**config.mk**
```make
export PLATFORM = sky130hd
export DESIGN_NAME = ucode_loader_flat
export DESIGN_NICKNAME = d
export VERILOG_FILES = /design/src/rtl/bfcpu_pkg.sv /design/src/rtl/ucode_loader_if.sv /design/src/rtl/pin_sync_edge.sv /design/src/rtl/ucode_loader.sv /design/src/flat_wrapper.sv
export SDC_FILE = /design/constraint.sdc
export NUM_CORES = 1
export LEC_CHECK = 0
export BUFFER_PORTS_ARGS = -buffer_cell sky130_fd_sc_hd__buf_2
export CORE_ASPECT_RATIO = 0.6
export CORE_UTILIZATION = 30
export DETAILED_ROUTE_END_ITERATION = 6
export PLACE_DENSITY = 0.52
export SYNTH_ARGS = -nofsm -noshare
export SYNTH_HDL_FRONTEND = slang
export SYNTH_SLANG_ARGS = --single-unit
```
**constraint.sdc**
```tcl
create_clock -name clk -period 1.34 [get_ports clk]
set_input_delay 0.067 -clock clk [delete_from_list [all_inputs] [get_ports clk]]
set_output_delay 0.067 -clock clk [all_outputs]
set_load 0.01 [all_outputs]
```
**src/rtl/bfcpu_pkg.sv**
```systemverilog
// Shared bfcpu microcode constants, types and loader state encoding.
package bfcpu_pkg;

  localparam int UCODE_DEPTH  = 64;
  localparam int UCODE_ADDR_W = 6;
  localparam int UCODE_WORD_W = 16;

  typedef logic [UCODE_WORD_W-1:0] ucode_word_t;
  typedef logic [UCODE_ADDR_W-1:0] ucode_addr_t;

  typedef enum logic [2:0] {
    IDLE = 3'd0,
    LO   = 3'd1,
    HI   = 3'd2,
    WR   = 3'd3,
    DONE = 3'd4,
    CSUM = 3'd5
  } loader_state_t;

  // Byte that makes the mod-256 sum of a whole image come out to zero.
  function automatic logic [7:0] csum_expect(input logic [7:0] sum);
    return (~sum) + 8'd1;
  endfunction

endpackage

```
**src/rtl/ucode_loader_if.sv**
```systemverilog
// Write port from the microcode loader into the ucode storage array.
interface ucode_loader_if #(
  parameter int ADDR_W = 6,
  parameter int WORD_W = 16
);
  logic              wr_en;
  logic [ADDR_W-1:0] wr_addr;
  logic [WORD_W-1:0] wr_data;

  modport master (output wr_en, output wr_addr, output wr_data);
  modport slave  (input  wr_en, input  wr_addr, input  wr_data);
endinterface

```
**src/rtl/pin_sync_edge.sv**
```systemverilog
// Synchronizes an asynchronous pin and emits a registered one-cycle pulse per rising edge.
module pin_sync_edge #(
  parameter int STAGES = 2
) (
  input  logic clk,
  input  logic rst_n,
  input  logic pin,
  output logic pulse
);

  logic [STAGES-1:0] sync_q;
  logic              last_q;

  always_ff @(posedge clk or negedge rst_n) begin
    if (!rst_n) begin
      sync_q <= '0;
      last_q <= 1'b0;
      pulse  <= 1'b0;
    end else begin
      sync_q <= {sync_q[STAGES-2:0], pin};
      last_q <= sync_q[STAGES-1];
      pulse  <= sync_q[STAGES-1] & ~last_q;
    end
  end

endmodule

```
**src/rtl/ucode_loader.sv**
```systemverilog
// Fills the microcode store from byte-wide pin strobes, low byte first.
// Optional image checksum byte enabled by defining UCODE_LOAD_CHECKSUM_EN.
module ucode_loader
  import bfcpu_pkg::*;
#(
  parameter int DEPTH       = UCODE_DEPTH,
  parameter int ADDR_W      = UCODE_ADDR_W,
  parameter int WORD_W      = UCODE_WORD_W,
  parameter int SYNC_STAGES = 2
) (
  input  logic                  clk,
  input  logic                  rst_n,
  input  logic [7:0]            byte_in,
  input  logic                  byte_strobe,
  input  logic                  load_start,
  ucode_loader_if.master        wr,
  output logic                  busy,
  output logic                  load_done,
  output logic                  err
);

  logic [1:0]        rst_sync_q;
  logic              rst_int_n;
  logic              strobe_edge;

  loader_state_t     state_q, state_d;
  logic [ADDR_W-1:0] addr_q, addr_d;
  logic [WORD_W-1:0] data_q, data_d;
  logic              err_q, err_d;
  logic              pend_q, pend_d;
  logic [7:0]        pbyte_q, pbyte_d;
  logic              byte_evt;
  logic [7:0]        byte_sel;
  logic              last_addr;
`ifdef UCODE_LOAD_CHECKSUM_EN
  logic [7:0]        sum_q, sum_d;
`endif

  // Reset asserts immediately, releases two clocks after rst_n rises.
  always_ff @(posedge clk or negedge rst_n) begin
    if (!rst_n) rst_sync_q <= 2'b00;
    else        rst_sync_q <= {rst_sync_q[0], 1'b1};
  end
  assign rst_int_n = rst_sync_q[1];

  pin_sync_edge #(.STAGES(SYNC_STAGES)) u_strobe (
    .clk   (clk),
    .rst_n (rst_int_n),
    .pin   (byte_strobe),
    .pulse (strobe_edge)
  );

  // A byte that arrived while writing is replayed from pbyte_q.
  assign byte_evt  = strobe_edge | pend_q;
  assign byte_sel  = pend_q ? pbyte_q : byte_in;
  assign last_addr = (addr_q == ADDR_W'(DEPTH - 1));

  always_comb begin
    state_d = state_q;
    addr_d  = addr_q;
    data_d  = data_q;
    err_d   = err_q;
    pend_d  = 1'b0;
    pbyte_d = pbyte_q;
`ifdef UCODE_LOAD_CHECKSUM_EN
    sum_d   = sum_q;
`endif
    if (load_start) begin
      state_d = LO;
      addr_d  = '0;
      err_d   = 1'b0;
`ifdef UCODE_LOAD_CHECKSUM_EN
      sum_d   = 8'd0;
`endif
    end else begin
      case (state_q)
        IDLE: ;
        LO: if (byte_evt) begin
          data_d[7:0] = byte_sel;
          state_d     = HI;
`ifdef UCODE_LOAD_CHECKSUM_EN
          sum_d       = sum_q + byte_sel;
`endif
        end
        HI: if (byte_evt) begin
          data_d[15:8] = byte_sel;
          state_d      = WR;
`ifdef UCODE_LOAD_CHECKSUM_EN
          sum_d        = sum_q + byte_sel;
`endif
        end
        WR: begin
          pend_d = strobe_edge;
          if (strobe_edge) pbyte_d = byte_in;
          if (last_addr) begin
`ifdef UCODE_LOAD_CHECKSUM_EN
            state_d = CSUM;
`else
            state_d = DONE;
`endif
          end else begin
            addr_d  = addr_q + 1'b1;
            state_d = LO;
          end
        end
`ifdef UCODE_LOAD_CHECKSUM_EN
        CSUM: if (byte_evt) begin
          if (byte_sel != csum_expect(sum_q)) err_d = 1'b1;
          state_d = DONE;
        end
`endif
        DONE: if (byte_evt) err_d = 1'b1;
        default: state_d = IDLE;
      endcase
    end
  end

  always_ff @(posedge clk or negedge rst_int_n) begin
    if (!rst_int_n) begin
      state_q <= IDLE;
      addr_q  <= '0;
      data_q  <= '0;
      err_q   <= 1'b0;
      pend_q  <= 1'b0;
`ifdef UCODE_LOAD_CHECKSUM_EN
      sum_q   <= 8'd0;
`endif
    end else begin
      state_q <= state_d;
      addr_q  <= addr_d;
      data_q  <= data_d;
      err_q   <= err_d;
      pend_q  <= pend_d;
`ifdef UCODE_LOAD_CHECKSUM_EN
      sum_q   <= sum_d;
`endif
    end
  end

  always_ff @(posedge clk) begin
    pbyte_q <= pbyte_d;
  end

  assign wr.wr_en   = (state_q == WR);
  assign wr.wr_addr = addr_q;
  assign wr.wr_data = data_q;
`ifdef UCODE_LOAD_CHECKSUM_EN
  assign busy       = (state_q == LO) || (state_q == HI) || (state_q == WR) || (state_q == CSUM);
`else
  assign busy       = (state_q == LO) || (state_q == HI) || (state_q == WR);
`endif
  assign load_done  = (state_q == DONE);
  assign err        = err_q;

endmodule

```
**src/flat_wrapper.sv**
```systemverilog
// flat-port wrapper written by rule: the top's interface ports become plain ports
module ucode_loader_flat import bfcpu_pkg::*;
#(
  parameter int DEPTH       = UCODE_DEPTH,
  parameter int ADDR_W      = UCODE_ADDR_W,
  parameter int WORD_W      = UCODE_WORD_W,
  parameter int SYNC_STAGES = 2
)
  (clk, rst_n, byte_in, byte_strobe, load_start, busy, load_done, err, wr_wr_en, wr_wr_addr, wr_wr_data);
  ucode_loader_if #(.ADDR_W(ADDR_W), .WORD_W(WORD_W)) wr_i ();
  input  logic clk;
  input  logic rst_n;
  input  logic [7:0] byte_in;
  input  logic byte_strobe;
  input  logic load_start;
  output logic busy;
  output logic load_done;
  output logic err;
  output wire logic [$bits(wr_i.wr_en)-1:0] wr_wr_en;
  output wire logic [$bits(wr_i.wr_addr)-1:0] wr_wr_addr;
  output wire logic [$bits(wr_i.wr_data)-1:0] wr_wr_data;
  assign wr_wr_en = wr_i.wr_en;
  assign wr_wr_addr = wr_i.wr_addr;
  assign wr_wr_data = wr_i.wr_data;
  ucode_loader #(.DEPTH(DEPTH), .ADDR_W(ADDR_W), .WORD_W(WORD_W), .SYNC_STAGES(SYNC_STAGES)) u_core (.clk(clk), .rst_n(rst_n), .byte_in(byte_in), .byte_strobe(byte_strobe), .load_start(load_start), .wr(wr_i), .busy(busy), .load_done(load_done), .err(err));
endmodule
```
==> impl_metrics.ini <==
[setup_path]
ff2ff_path_depth = 4
arrival_ns = 1.50
r2r_end = u_core.wr.wr_data[7]
r2r-start = u_core.pend_q
cp_max_fo = 3
r2r_slack_ns = 0.006
critPathKind = reg2reg
crit_path_start_kind = flop
cp.required_ns = 1.51
critPathCaptureType = flop

[floorplan]
dieArea_mm2 = 0.00603
ios = 38
die_w_um = 99.6
die_h_um = 60.5
initial_utilization_pct = 32.4
coreArea_mm2 = 0.00528
rows = 20

[synthesis]
async_reset_ff_share_pct = 80.5
synth_edf_count = 8
ys.flop_type = dfrtp_1
synth_cell_types = 36
synth_area_per_cell_um2 = 12.9
netlist_area_mm2 = 0.00171
seq_area_frac_synth_pct = 62.2
synth-seq-cells = 41
syn-num-nets = 146
synthCells = 133
ys.warnings.count = 0

[cells_and_area]
final_nets = 219
drive_above_1_share_pct = 46.9
antenna_cells = 0
final_common_cell = buf_2
design_area_mm2 = 0.00241
layout_common_cells = 37 x buf_2, 31 x dfrtp_1, 19 x buf_4
area_growth_pct = 40.8
nFillCells = 498

[min_path]
min_to = u_core.state_q[2]
hold_depth = 2
holdCritStartpoint = load_start
min_path_type = in2reg

[clock_tree]
clk_latency_ns = 0.28
path_clk_slew_ns = 0.08
cts_max_path_buffers = 2
htree_levels = 2
tritoncts = built
numCtsBuffers = 5
cts.sinks = 41
cts-root-buf = clkbuf_8

[placed_design]
io_buffers = 37
hpwlAfterDp_mm = 2.51
placed_area_mm2 = 0.00206
place_congestion = 0.792
pre_cts_slack_ns = -0.0366

[routing]
firstDrtPassIters = 4
wl_per_cell_um = 13.1
vias = 1234
drc = 0
wirelength_mm = 3.71
first_iter_violations = 47
ant_nets = 0
vias_per_cell = 4.35

[sta]
whs_ns = 0.0477
period_share_pct = 99.6
grt_setup_unrepaired = yes
finalSetupViolations = 0
timing.fmax_mhz = 749
fin_ws_ns = 0.00554
slew_viol_final = 0
skew_ns = 0.00788
finalCriticalPeriod_ns = 1.33
finalSetupTns_ns = 0
finalHoldViolCount = 0

[run]
maxCapViolations = 0

[global_route]
grt_pass1_wl_mm = 5.49
grt_pass1_vias = 1150
grt-ovfl-total = 0
grt_max_degree = 32
track_usage_pct = 12.2
antenna_found_initial = 0

[power]
p_int_mw = 1.98
switching_share_pct = 24.6
p_seq_share_pct = 54.0
switchingPower_mw = 0.644
power_density_mw_per_mm2 = 1090
combinationalPowerShare_pct = 14.7
irDropWorstVdd_v = 0.000521
p_leak_nw = 1.20
clock_power_share_pct = 31.3

[outcome]
run_status = finished clean
==> critical path: stages (launching register included) <==
cell and delay (ns):
dfrtp_1 0.39, or2_4 0.27, and2b_4 0.19, nand3_4 0.07
mux2_4 0.30
==> sequential cells by signal, indices dropped and copies added, names as in the netlist <==
name and count:
u_core.wr.wr_data 16, u_core.pbyte_q 8, u_core.wr.wr_addr 6, u_core.state_q 3, u_core.rst_sync_q 2, u_core.u_strobe.sync_q 2
u_core.err 1, u_core.pend_q 1, u_core.u_strobe.last_q 1, u_core.u_strobe.pulse 1
==> per-layer routing <==
metal	wire length, µm	share of wire [%]	vias to the layer above	GRT usage [%]
met3	143	3.9	6	3.57
met1	1760	47	599	16.3
met4	54	1.5	0	3.78
met2	1760	47	24	19.7
li1	-	-	605	-
met5	0	0	-	0
==> worst max-delay path by stage <==
stage | startpoint | to | slack, ns | cells past startpoint
3_3_place_gp | u_core.u_strobe.pulse | u_core.wr.wr_data[0] | 0.00005 | 5
3_5_place_dp | u_core.u_strobe.pulse | u_core.wr.wr_data[0] | -0.04 | 5
2_1_floorplan | u_core.pend_q | u_core.wr.wr_data[7] | -0.11 | 5
4_1_cts | u_core.pend_q | u_core.wr.wr_data[0] | 0.002 | 5
5_1_grt | u_core.pend_q | u_core.wr.wr_data[0] | -0.07 | 5
6_report | u_core.pend_q | u_core.wr.wr_data[7] | 0.006 | 4
==> cells by family after synthesis <==
| kind of cell | Yosys count | share of synthesized area [%] |
|---|---|---|
| xor+xnor | 1 | 0.511 |
| flops | 41 | 62.2 |
| simple gates | 42 | 14.8 |
| buf+inv | 13 | 4.75 |
| mux | 21 | 12.8 |
| fa+ha+maj | 1 | 0.730 |
| other cells | 1 | 0.219 |
| compound gates | 13 | 4.02 |
==> synthesized netlist by cell type, drive strengths merged, types with 2 or more instances <==
cell / instances / share of area [%]
inv: 8 / 1.8
a21oi: 4 / 1.2
o21ai: 8 / 2.3
buf: 4 / 2.3
edfxtp: 8 / 14
nand3: 4 / 2.2
dfrtp: 33 / 48
mux2: 4 / 2.8
nor2: 11 / 2.4
nor3: 3 / 0.88
and2b: 2 / 1.0
nand2: 8 / 1.8
mux2i: 17 / 9.9
and3: 5 / 2.3
==> power groups by stage <==
stage | Sequential (mW) | Combinational, mW | Clock (mW)
after floorplan | 1.49 | 0.139 | 0
after global placement | 1.43 | 0.340 | 0
after detailed placement | 1.44 | 0.349 | 0
after CTS | 1.41 | 0.380 | 0.845
after global routing | 1.43 | 0.427 | 0.898
final | 1.41 | 0.384 | 0.820
==> timing repair <==
action                                 CTS  global route
resized for setup                        3            31
setup endpoints to repair                9            21
cloned                                   0             1
hold buffers                            10             0
pin swaps                                2             8
endpoints found under the hold margin   11             0
buffers inserted                         3             7
==> area by class of cell <==
| cell class | instances | area [µm²] | area share (%) |
|---|---|---|---|
| flip-flops and latches | 41 | 1070 | 44.3 |
| multi-input cells | 79 | 642 | 26.6 |
| repair buffers | 71 | 484 | 20.1 |
| well taps | 77 | 96.3 | 4.00 |
| clock buffers | 8 | 90.1 | 3.74 |
| inverters | 8 | 30.0 | 1.25 |
==> stage by stage <==
stage          cells  total power, mW  util [%]
2_1_floorplan    133             1.63         -
3_3_place_gp     256             1.77      39.0
3_5_place_dp     256             1.79      39.0
4_1_cts          277             2.64      43.3
5_1_grt          284             2.75      45.7
6_report         284             2.62      45.7
No activity file was read; power rests on OpenSTA's default activity.
